### src/rtl/ray_dispatcher_if.sv
// ray_dispatcher_if: bundles the generator-side and unit-side signals of the
// ray dispatcher.
//   slave  : the dispatcher. It takes in the generator ray and the unit
//            ready/busy vectors. It drives rayReady, busy, the shared unit
//            ray, the unitStart pulses and rayCount.
//   master : the environment, meaning the ray generator plus the bank of ray
//            units.
interface ray_dispatcher_if #(
  parameter int POSITION_WIDTH = 16,
  parameter int ADDRESS_WIDTH  = 32,
  parameter int NUM_UNITS      = 4
);
  logic [3*POSITION_WIDTH-1:0] rayV;
  logic [ADDRESS_WIDTH-1:0]    rayAddress;
  logic                        rayStart;
  logic                        rayReady;
  logic                        busy;
  logic [3*POSITION_WIDTH-1:0] unitV;
  logic [ADDRESS_WIDTH-1:0]    unitAddress;
  logic [NUM_UNITS-1:0]        unitStart;
  logic [NUM_UNITS-1:0]        unitReady;
  logic [NUM_UNITS-1:0]        unitBusy;
  logic [31:0]                 rayCount;

  modport slave (
    input  rayV, rayAddress, rayStart, unitReady, unitBusy,
    output rayReady, busy, unitV, unitAddress, unitStart, rayCount
  );

  modport master (
    output rayV, rayAddress, rayStart, unitReady, unitBusy,
    input  rayReady, busy, unitV, unitAddress, unitStart, rayCount
  );
endinterface

### src/rtl/ray_dispatcher.sv
// ray_dispatcher: buffers generated rays in a small FIFO. It issues each ray
// to the next ready ray unit in round-robin order, and reports an aggregate
// busy so that frame completion can be detected.
// Ports:
//   clock : system clock.
//   reset : asynchronous, active-low reset.
//   flush : synchronous. Discards buffered rays and clears the issue count.
//   bus   : ray_dispatcher_if.slave. Carries the generator handshake
//           (rayV, rayAddress, rayStart, rayReady), the unit side (unitV,
//           unitAddress, unitStart, unitReady, unitBusy), busy and rayCount.
module ray_dispatcher #(
  parameter int POSITION_WIDTH = 16,
  parameter int ADDRESS_WIDTH  = 32,
  parameter int NUM_UNITS      = 4,
  parameter int DEPTH          = 4
) (
  input  logic             clock,
  input  logic             reset,
  input  logic             flush,
  ray_dispatcher_if.slave  bus
);

  localparam int VEC_W = 3 * POSITION_WIDTH;
  localparam int PTR_W = $clog2(DEPTH);
  localparam int RR_W  = (NUM_UNITS > 1) ? $clog2(NUM_UNITS) : 1;
  localparam logic [PTR_W:0] DEPTH_C = (PTR_W + 1)'(DEPTH);
  localparam logic [RR_W:0]  UNITS_C = (RR_W + 1)'(NUM_UNITS);

  logic [VEC_W-1:0]         r_fifo_v    [DEPTH];
  logic [ADDRESS_WIDTH-1:0] r_fifo_addr [DEPTH];
  logic [PTR_W-1:0]         r_wr_ptr;
  logic [PTR_W-1:0]         r_rd_ptr;
  logic [PTR_W:0]           r_count;
  logic [RR_W-1:0]          r_rr;
  logic [NUM_UNITS-1:0]     r_last_issued;
  logic [NUM_UNITS-1:0]     r_unit_start;
  logic [VEC_W-1:0]         r_unit_v;
  logic [ADDRESS_WIDTH-1:0] r_unit_addr;
  logic [31:0]              r_ray_count;

  logic                     w_ray_ready;
  logic                     w_push;
  logic                     w_issue;
  logic [NUM_UNITS-1:0]     w_eligible;
  logic                     w_found;
  logic [RR_W-1:0]          w_winner;
  logic [RR_W:0]            w_cand;
  logic [RR_W:0]            w_rr_next;
  logic [NUM_UNITS-1:0]     w_winner_onehot;

  assign w_ray_ready = (r_count < DEPTH_C) && !flush;
  assign w_push      = bus.rayStart && w_ray_ready;

  // A unit issued last cycle may still show ready. It is masked out for one
  // cycle so that it cannot receive two rays back to back.
  assign w_eligible = bus.unitReady & ~r_last_issued;

  // Scan rr, rr+1, ... (wrapping) and take the first eligible unit.
  always_comb begin
    w_found  = 1'b0;
    w_winner = '0;
    w_cand   = '0;
    for (int i = 0; i < NUM_UNITS; i++) begin
      w_cand = {1'b0, r_rr} + (RR_W + 1)'(i);
      if (w_cand >= UNITS_C) begin
        w_cand = w_cand - UNITS_C;
      end
      if (!w_found && w_eligible[w_cand[RR_W-1:0]]) begin
        w_found  = 1'b1;
        w_winner = w_cand[RR_W-1:0];
      end
    end
  end

  assign w_issue         = (r_count != '0) && w_found;
  assign w_winner_onehot = NUM_UNITS'(1) << w_winner;

  always_comb begin
    w_rr_next = {1'b0, w_winner} + 1'b1;
    if (w_rr_next >= UNITS_C) begin
      w_rr_next = '0;
    end
  end

  // FIFO storage holds only data. Its validity is tracked by r_count, so the
  // storage needs no reset.
  always_ff @(posedge clock) begin
    if (w_push) begin
      r_fifo_v[r_wr_ptr]    <= bus.rayV;
      r_fifo_addr[r_wr_ptr] <= bus.rayAddress;
    end
  end

  always_ff @(posedge clock or negedge reset) begin
    if (!reset) begin
      r_wr_ptr      <= '0;
      r_rd_ptr      <= '0;
      r_count       <= '0;
      r_rr          <= '0;
      r_last_issued <= '0;
      r_unit_start  <= '0;
      r_unit_v      <= '0;
      r_unit_addr   <= '0;
      r_ray_count   <= '0;
    end else if (flush) begin
      // rr and the last issued ray data are deliberately kept.
      r_wr_ptr      <= '0;
      r_rd_ptr      <= '0;
      r_count       <= '0;
      r_last_issued <= '0;
      r_unit_start  <= '0;
      r_ray_count   <= '0;
    end else begin
      if (w_push) begin
        r_wr_ptr <= r_wr_ptr + 1'b1;
      end
      if (w_issue) begin
        r_rd_ptr      <= r_rd_ptr + 1'b1;
        r_rr          <= w_rr_next[RR_W-1:0];
        r_unit_v      <= r_fifo_v[r_rd_ptr];
        r_unit_addr   <= r_fifo_addr[r_rd_ptr];
        r_ray_count   <= r_ray_count + 32'd1;
        r_unit_start  <= w_winner_onehot;
        r_last_issued <= w_winner_onehot;
      end else begin
        r_unit_start  <= '0;
        r_last_issued <= '0;
      end
      case ({w_push, w_issue})
        2'b10:   r_count <= r_count + 1'b1;
        2'b01:   r_count <= r_count - 1'b1;
        default: r_count <= r_count;
      endcase
    end
  end

  assign bus.rayReady    = w_ray_ready;
  assign bus.busy        = (r_count != '0) || (|r_unit_start) || (|bus.unitBusy);
  assign bus.unitV       = r_unit_v;
  assign bus.unitAddress = r_unit_addr;
  assign bus.unitStart   = r_unit_start;
  assign bus.rayCount    = r_ray_count;

endmodule

### src/flat_wrapper.sv
// flat-port wrapper written by rule: the top's interface ports become plain ports
module ray_dispatcher_flat 
#(
  parameter int POSITION_WIDTH = 16,
  parameter int ADDRESS_WIDTH  = 32,
  parameter int NUM_UNITS      = 4,
  parameter int DEPTH          = 4
)
  (clock, reset, flush, bus_rayV, bus_rayAddress, bus_rayStart, bus_unitReady, bus_unitBusy, bus_rayReady, bus_busy, bus_unitV, bus_unitAddress, bus_unitStart, bus_rayCount);
  ray_dispatcher_if #(.POSITION_WIDTH(POSITION_WIDTH), .ADDRESS_WIDTH(ADDRESS_WIDTH), .NUM_UNITS(NUM_UNITS)) bus_i ();
  input  logic clock;
  input  logic reset;
  input  logic flush;
  input wire logic [$bits(bus_i.rayV)-1:0] bus_rayV;
  input wire logic [$bits(bus_i.rayAddress)-1:0] bus_rayAddress;
  input wire logic [$bits(bus_i.rayStart)-1:0] bus_rayStart;
  input wire logic [$bits(bus_i.unitReady)-1:0] bus_unitReady;
  input wire logic [$bits(bus_i.unitBusy)-1:0] bus_unitBusy;
  output wire logic [$bits(bus_i.rayReady)-1:0] bus_rayReady;
  output wire logic [$bits(bus_i.busy)-1:0] bus_busy;
  output wire logic [$bits(bus_i.unitV)-1:0] bus_unitV;
  output wire logic [$bits(bus_i.unitAddress)-1:0] bus_unitAddress;
  output wire logic [$bits(bus_i.unitStart)-1:0] bus_unitStart;
  output wire logic [$bits(bus_i.rayCount)-1:0] bus_rayCount;
  assign bus_i.rayV = bus_rayV;
  assign bus_i.rayAddress = bus_rayAddress;
  assign bus_i.rayStart = bus_rayStart;
  assign bus_i.unitReady = bus_unitReady;
  assign bus_i.unitBusy = bus_unitBusy;
  assign bus_rayReady = bus_i.rayReady;
  assign bus_busy = bus_i.busy;
  assign bus_unitV = bus_i.unitV;
  assign bus_unitAddress = bus_i.unitAddress;
  assign bus_unitStart = bus_i.unitStart;
  assign bus_rayCount = bus_i.rayCount;
  ray_dispatcher #(.POSITION_WIDTH(POSITION_WIDTH), .ADDRESS_WIDTH(ADDRESS_WIDTH), .NUM_UNITS(NUM_UNITS), .DEPTH(DEPTH)) u_core (.clock(clock), .reset(reset), .flush(flush), .bus(bus_i));
endmodule
### config.mk
export PLATFORM = sky130hd
export DESIGN_NAME = ray_dispatcher_flat
export DESIGN_NICKNAME = d
export VERILOG_FILES = /design/src/rtl/ray_dispatcher_if.sv /design/src/rtl/ray_dispatcher.sv /design/src/flat_wrapper.sv
export SDC_FILE = /design/constraint.sdc
export NUM_CORES = 1
export LEC_CHECK = 0
export CORE_MARGIN = 4
export CORE_UTILIZATION = 57
export CTS_BUF_LIST = sky130_fd_sc_hd__clkbuf_4
export DETAILED_ROUTE_END_ITERATION = 10
export PLACE_DENSITY = 0.82
export SETUP_SLACK_MARGIN = 0.02
export SLEW_MARGIN = 20
export SYNTH_ARGS = -nofsm -noshare
export SYNTH_HDL_FRONTEND = slang
export SYNTH_SLANG_ARGS = --single-unit
### constraint.sdc
create_clock -name clock -period 4 [get_ports clock]
set_input_delay 0.8 -clock clock [delete_from_list [all_inputs] [get_ports clock]]
set_output_delay 0.8 -clock clock [all_outputs]
set_load 0.005 [all_outputs]
==> flow_summary.toml, run 1 <==
[worst_setup_path]
crit_slowest_cell = "clkdlybuf4s50_1"
path_max_fanout = 6
endpoint_kind = "output pin"
worst_path_largest_cell_delay_ns = 0.59
worst_r2r_path_depth = 5
crit_top_cell = "clkdlybuf4s50_1"
cp.required_ns = 3.20
arrival_ns = 2.19
crit_path_start_kind = "input pin"
crit_chain = "clkdlybuf4s50_1 -> nor2_1 -> clkdlybuf4s50_1"
path_class = "in -> out"

[clock_network]
clk_path_buf_depth = 3
cts_root_buf = "clkbuf_4"
clkTransAtPathRegs_ns = 0.07
htreeDepth = 3
hold_buffers = 0
cts_tree = "built"
cts_resized = 0
worstSkewPairLatency_ns = 0.75
cts_sinks = 445
numCtsBuffers = 109
post_cts_buffers = 0

[floorplanning]
core-area_sq_mm = 0.0290
dieHeight_um = 181
dieArea_sq_mm = 0.0326
start_util_pct = 58.5
die_w_um = 181
io_pins = 210
rows = 62

[global_routing]
overflow = 0
track_usage_pct = 21.1
grt_pass1_vias = 9977
grt_pass1_wl_um = 54100
antenna_found_initial = 2
grt_max_degree = 79

[drt]
wl_per_cell_um = 20.6
num_vias = 9163
drc = 0
avgViaCountPerCell = 5.59
detail-route-antenna-nets = 0
finalWirelength_um = 33700
drt-initial-drc-count = 506
first_pass_iters = 5

[timing]
hold_violations = 0
min_period_ns = 2.99
finalWorstSetupSlack_ns = 1.01
relSlewSlack_pct = 47.0
tns_ns = 0
maxSlewViolCount = 0
max_freq_mhz = 335
fin_skew_ns = 0.0612
rsz0062_at_grt = "false"
post-route-period-util_pct = 74.6
worst_pin_slew_ns = 0.795
finalSetupViolCount = 0

[final_layout]
drive_gt1_share_pct = 29.4
seqCellArea_sq_mm = 0.0127
multi_input_area_sq_mm = 0.00407
synthToLayoutAreaGrowth_pct = 24.3
nNetsFinal = 1264
fillers = 1783
fin_util_pct = 72.7
layout_commonest_cell = "edfxtp_1"
most-common-layout-cells = "edfxtp_1, clkdlybuf4s50_1, clkbuf_4, dfrtp_1, mux2_2"

[logic_synthesis]
muxShareOfSynthArea_pct = 16.1
synth_cell_types = 44
ys_warn_count = 0
ys_seq_elements = 445
avgSynthCellArea_sq_um = 19.7
synth-simple-area-share_pct = 4.06
synthXorXnorAreaFrac_pct = 1.65
synth_top_family_by_area = "multiplexers"
synthCells = 860
ys_seq_area_share_pct = 75.1
synthesis.nets = 962
synthAdderAreaFrac_pct = 0.782
synth_area_sq_mm = 0.0170
synth-compound-area-share_pct = 1.22

[power]
p_per_area_mw_per_mm2 = 617
p_leak_nw = 7.42
vdd_drop_max_mv = 0.426

[placed_design]
globalplace.congestion = 0.859
hpwl_um = 21000
pre_cts_ws_ns = 0.807
io_buffers = 209

[worst_hold_path]
hold_class = "in -> async"

[run_status]
outcome = "completed"

[run]
drv_cap = 0
[power breakdown]
part	internal (mW)	switching, mW	total (mW)
logic	1.98	1.20	3.19
clock network	1.91	1.77	3.68
registers	5.66	0.495	6.15
total	9.55	3.47	13.0
[cell usage after synthesis]
library cell | count | area share, %
mux2i_1 | 2 | 0.12
mux2_2 | 81 | 5.4
buf_2 | 4 | 0.12
o21ai_0 | 7 | 0.21
a31oi_1 | 1 | 0.037
o32ai_1 | 1 | 0.052
or3_1 | 6 | 0.22
o311ai_0 | 1 | 0.052
dfrtp_1 | 125 | 18
a211oi_1 | 1 | 0.044
nor2b_1 | 4 | 0.15
ha_1 | 9 | 0.66
fa_1 | 1 | 0.12
a21oi_1 | 10 | 0.30
and4_2 | 1 | 0.059
a221oi_1 | 1 | 0.052
or4_1 | 3 | 0.13
nor3_1 | 7 | 0.21
nand4_1 | 7 | 0.26
buf_1 | 4 | 0.088
o41ai_2 | 2 | 0.19
clkbuf_1 | 31 | 0.69
xnor2_1 | 16 | 0.83
inv_1 | 8 | 0.18
or2_2 | 1 | 0.037
or4_2 | 1 | 0.052
mux4_2 | 80 | 11
xor2_1 | 16 | 0.83
nand3_1 | 14 | 0.41
or4_4 | 1 | 0.066
nand4b_1 | 1 | 0.052
edfxtp_1 | 320 | 57
and4_1 | 1 | 0.052
nand2_1 | 14 | 0.31
and3_1 | 7 | 0.26
nand4_2 | 1 | 0.074
a41oi_1 | 2 | 0.10
o311a_1 | 1 | 0.059
nor4_1 | 9 | 0.33
nand2b_1 | 6 | 0.22
and2_1 | 6 | 0.22
o31ai_1 | 1 | 0.044
a22oi_1 | 2 | 0.088
nor2_1 | 43 | 0.95
[worst paths after layout]
| check | from | endpoint | slack [ns] |
|---|---|---|---|
| max in group asynchronous | reset | u_core.bus.unitV[27]$_DFFE_PN0P_ | 3.09 |
| hold / removal | reset | u_core.bus.rayCount[31]$_DFFE_PN0P_ | 0.11 |
| hold reg to reg | u_core.bus.unitV[30]$_DFFE_PN0P_ | u_core.bus.unitV[30]$_DFFE_PN0P_ | 0.50 |
| setup reg to reg | u_core.bus.rayCount[3]$_DFFE_PN0P_ | u_core.bus.rayCount[25]$_DFFE_PN0P_ | 1.56 |
| setup / recovery | flush | bus_rayReady | 1.01 |
| min in group clock | u_core.bus.unitV[30]$_DFFE_PN0P_ | u_core.bus.unitV[30]$_DFFE_PN0P_ | 0.50 |
[area by class of cell]
class                      count  area share (%)
antenna                        1          0.0119
clock buffer                 158            5.62
clock inverter                44            1.13
inverter                       8           0.142
multi-input combinational    368            19.3
sequential                   445            60.4
tap                          384            2.28
timing repair buffer         230            11.1
[registers in the layout, indices dropped and copies added, names as in the netlist, 3 cells and up]
name	flops
u_core.r_fifo_v	192
u_core.r_fifo_addr	128
u_core.bus.unitV	48
u_core.bus.rayCount	32
u_core.bus.unitAddress	32
u_core.r_last_issued	4
u_core.r_count	3
[critical path: cells and delay by family]
kind,cells,cell delay (ns)
and+or+nand+nor,1,0.37
buffers and inverters,2,1.01
[per-stage QoR]
stage          total power [mW]  hold slack, ns  instance area (sq um)  instances
2_1_floorplan              7.84           0.504                  17000        860
3_3_place_gp               9.38           0.488                  19700       1435
3_5_place_dp               9.49           0.495                  19700       1435
4_1_cts                    13.2          0.0825                  21100       1637
5_1_grt                    13.7           0.127                  21100       1638
6_report                   13.0           0.115                  21100       1638
[layer usage]
| layer | up-vias | GRT usage [%] | part of all wire, % |
|---|---|---|---|
| met5 | - | 0 | 0.039 |
| met4 | 2 | 7.11 | 2.4 |
| met3 | 66 | 6.32 | 7.9 |
| met2 | 377 | 35.4 | 51 |
| met1 | 4613 | 26.7 | 39 |
| li1 | 4105 | - | - |
[cell families (layout without fill, tap and decap cells)]
kind of cell,after synthesis,after routing
compound gates,30,30
xor+xnor,32,32
fa+ha+maj,10,10
buf+inv,47,440
flops,445,445
mux,163,163
other cells,0,1
simple gates,133,133
(Power assumes the default switching activity.)
==> run 2: changes to the inputs <==
--- a/config.mk
+++ b/config.mk
@@ -6,10 +6,10 @@
 export NUM_CORES = 1
 export LEC_CHECK = 0
 export CORE_MARGIN = 4
-export CORE_UTILIZATION = 57
+export CORE_UTILIZATION = 52
 export CTS_BUF_LIST = sky130_fd_sc_hd__clkbuf_4
 export DETAILED_ROUTE_END_ITERATION = 10
-export PLACE_DENSITY = 0.82
+export PLACE_DENSITY = 0.78
 export SETUP_SLACK_MARGIN = 0.02
 export SLEW_MARGIN = 20
 export SYNTH_ARGS = -nofsm -noshare
==> constraint.sdc (replaced) <==
create_clock -name clock -period 2.5 [get_ports clock]
set_input_delay 0.5 -clock clock [delete_from_list [all_inputs] [get_ports clock]]
set_output_delay 0.5 -clock clock [all_outputs]
set_load 0.005 [all_outputs]
==> flow_summary.toml, run 2 (synthesis gave the netlist of run 1 again) <==
[global_routing]
use_met2_pct = 33.4
overflow = 0
antenna_found_initial = 7
met1_usage_pct = 25.9
use_met3_pct = 7.10
grt_pass1_wl_um = 56200
grt_pass1_vias = 10200
grt_max_degree = 82
track_usage_pct = 20.4
busiest_layer = "met2"

[drt]
detail-route-antenna-nets = 0
wl_per_cell_um = 20.3
num_vias = 9265
finalWirelength_um = 34900
drt-initial-drc-count = 481
drc = 0
first_pass_iters = 4
avgViaCountPerCell = 5.38

[clock_network]
htreeDepth = 3
cts_sinks = 445
worstSkewPairLatency_ns = 0.78
cts_tree = "built"
numCtsBuffers = 110
cts_root_buf = "clkbuf_4"
clk_path_buf_depth = 3
clkTransAtPathRegs_ns = 0.06

[final_layout]
most-common-layout-cells = "edfxtp_1, clkdlybuf4s50_1, clkbuf_4, dfrtp_1, mux2_2"
top_register = "u_core.r_fifo_v"
layout.cells.non_filler = 1723
design_area_sq_mm = 0.0216
layout_commonest_cell = "edfxtp_1"
drive_gt1_share_pct = 31.6
synthToLayoutAreaGrowth_pct = 27.2
nNetsFinal = 1292
largest_reg_flops = 192

[worst_setup_path]
timing.rr.end = "u_core.bus.rayCount[29]$_DFFE_PN0P_"
cp.required_ns = 2.00
arrival_ns = 1.85
path_class = "reg -> out"
regToRegSetupSlack_ns = 0.18
endpoint_kind = "output pin"
r2r-start = "u_core.bus.rayCount[4]$_DFFE_PN0P_"
crit_path_start_kind = "flip-flop"
path_max_fanout = 3
worst_r2r_path_depth = 5

[run]
drv_cap = 0

[power]
p_leak_nw = 7.61
clockPowerShare_pct = 28.5
power_frac_comb_pct = 26.0
p_int_mw = 15.6
p_per_area_mw_per_mm2 = 984
vdd_drop_max_mv = 0.611
switching_share_pct = 26.3
seq_power_share_pct = 45.5
power.total_mw = 21.2
switchingPower_mw = 5.58

[floorplanning]
dieArea_sq_mm = 0.0356
dieHeight_um = 189
start_util_pct = 53.2
core-area_sq_mm = 0.0319
io_pins = 210
die_w_um = 189
rows = 65

[timing]
hold_violations = 0
post-route-period-util_pct = 93.9
rsz0062_at_grt = "false"
fin_skew_ns = 0.0350
finalWorstSetupSlack_ns = 0.153
tns_ns = 0
worst_pin_slew_ns = 0.639
relSlewSlack_pct = 57.4
maxSlewViolCount = 0
min_period_ns = 2.35
max_freq_mhz = 426
finalSetupViolCount = 0

[run_status]
outcome = "completed"

[placed_design]
globalplace.congestion = 0.875
hpwl_um = 21500
dp.cells = 1506
pre_cts_ws_ns = -0.120
placedInstanceArea_sq_mm = 0.0200
io_buffers = 209

[worst_hold_path]
hold_class = "in -> async"
[run 2: routing by layer]
layer / up-vias / wire length [um] / share of wire, %
met1: 4688 / 14100 / 41
met4: 10 / 631 / 1.8
met3: 60 / 2780 / 8.0
li1: 4173 / - / -
met5: - / 74 / 0.21
met2: 334 / 17300 / 50
[run 2: metrics by stage]
step / utilization [%] / hold WS [ns]
floorplan: - / 0.204
global placement: 62.8 / 0.491
detailed placement: 62.8 / 0.496
CTS: 67.7 / 0.236
global route: 67.7 / 0.260
finish: 67.7 / 0.288
[run 2: how the worst max path moves through the flow]
stage,from,end,depth (start not counted)
6_report,u_core.r_count[2]$_DFFE_PN0P_,bus_busy,4
5_1_grt,u_core.bus.rayCount[4]$_DFFE_PN0P_,u_core.bus.rayCount[27]$_DFFE_PN0P_,5
4_1_cts,u_core.r_count[2]$_DFFE_PN0P_,bus_rayReady,3
3_5_place_dp,bus_unitReady[2],u_core.bus.rayCount[31]$_DFFE_PN0P_,7
3_3_place_gp,bus_unitReady[3],u_core.r_count[2]$_DFFE_PN0P_,8
2_1_floorplan,flush,u_core.r_fifo_addr[0][0]$_DFFE_PP_,3
[run 2: power by group through the flow]
| stage | sequential (mW) | clock, mW | combinational [mW] |
|---|---|---|---|
| after floorplan | 9.67 | 0 | 2.85 |
| after global placement | 9.78 | 0 | 5.42 |
| after detailed placement | 9.82 | 0 | 5.53 |
| after CTS | 9.67 | 6.25 | 5.65 |
| after global routing | 9.78 | 6.71 | 5.99 |
| final | 9.66 | 6.04 | 5.52 |
[run 2: cell type report]
| class | count | area [sq um] |
|---|---|---|
| Multi-Input combinational cell | 368 | 4100 |
| Tap cell | 435 | 544 |
| Timing Repair Buffer | 257 | 2680 |
| Fill cell | 2157 | 10300 |
| Clock buffer | 165 | 1240 |
| Sequential cell | 445 | 12700 |
| Inverter | 8 | 30.0 |
| Clock inverter | 43 | 230 |
| Antenna cell | 2 | 5.00 |
[run 2: what timing repair did]
item | 4_1_cts | 5_1_grt
hold buffers | 1 | 0
endpoints found under the setup margin | 2 | 1
resized for setup | 8 | 1
cloned | 0 | 0
endpoints found under the hold margin | 52 | 0
buffers inserted | 7 | 0
pin swaps | 2 | 0
[run 2: worst max-delay path, stage by stage, from the launching register on]
cell,delay [ns]
dfrtp_2,0.42
buf_4,0.16
nor3_4,0.15
nand3_1,0.08
dlygate4sd2_1,0.27
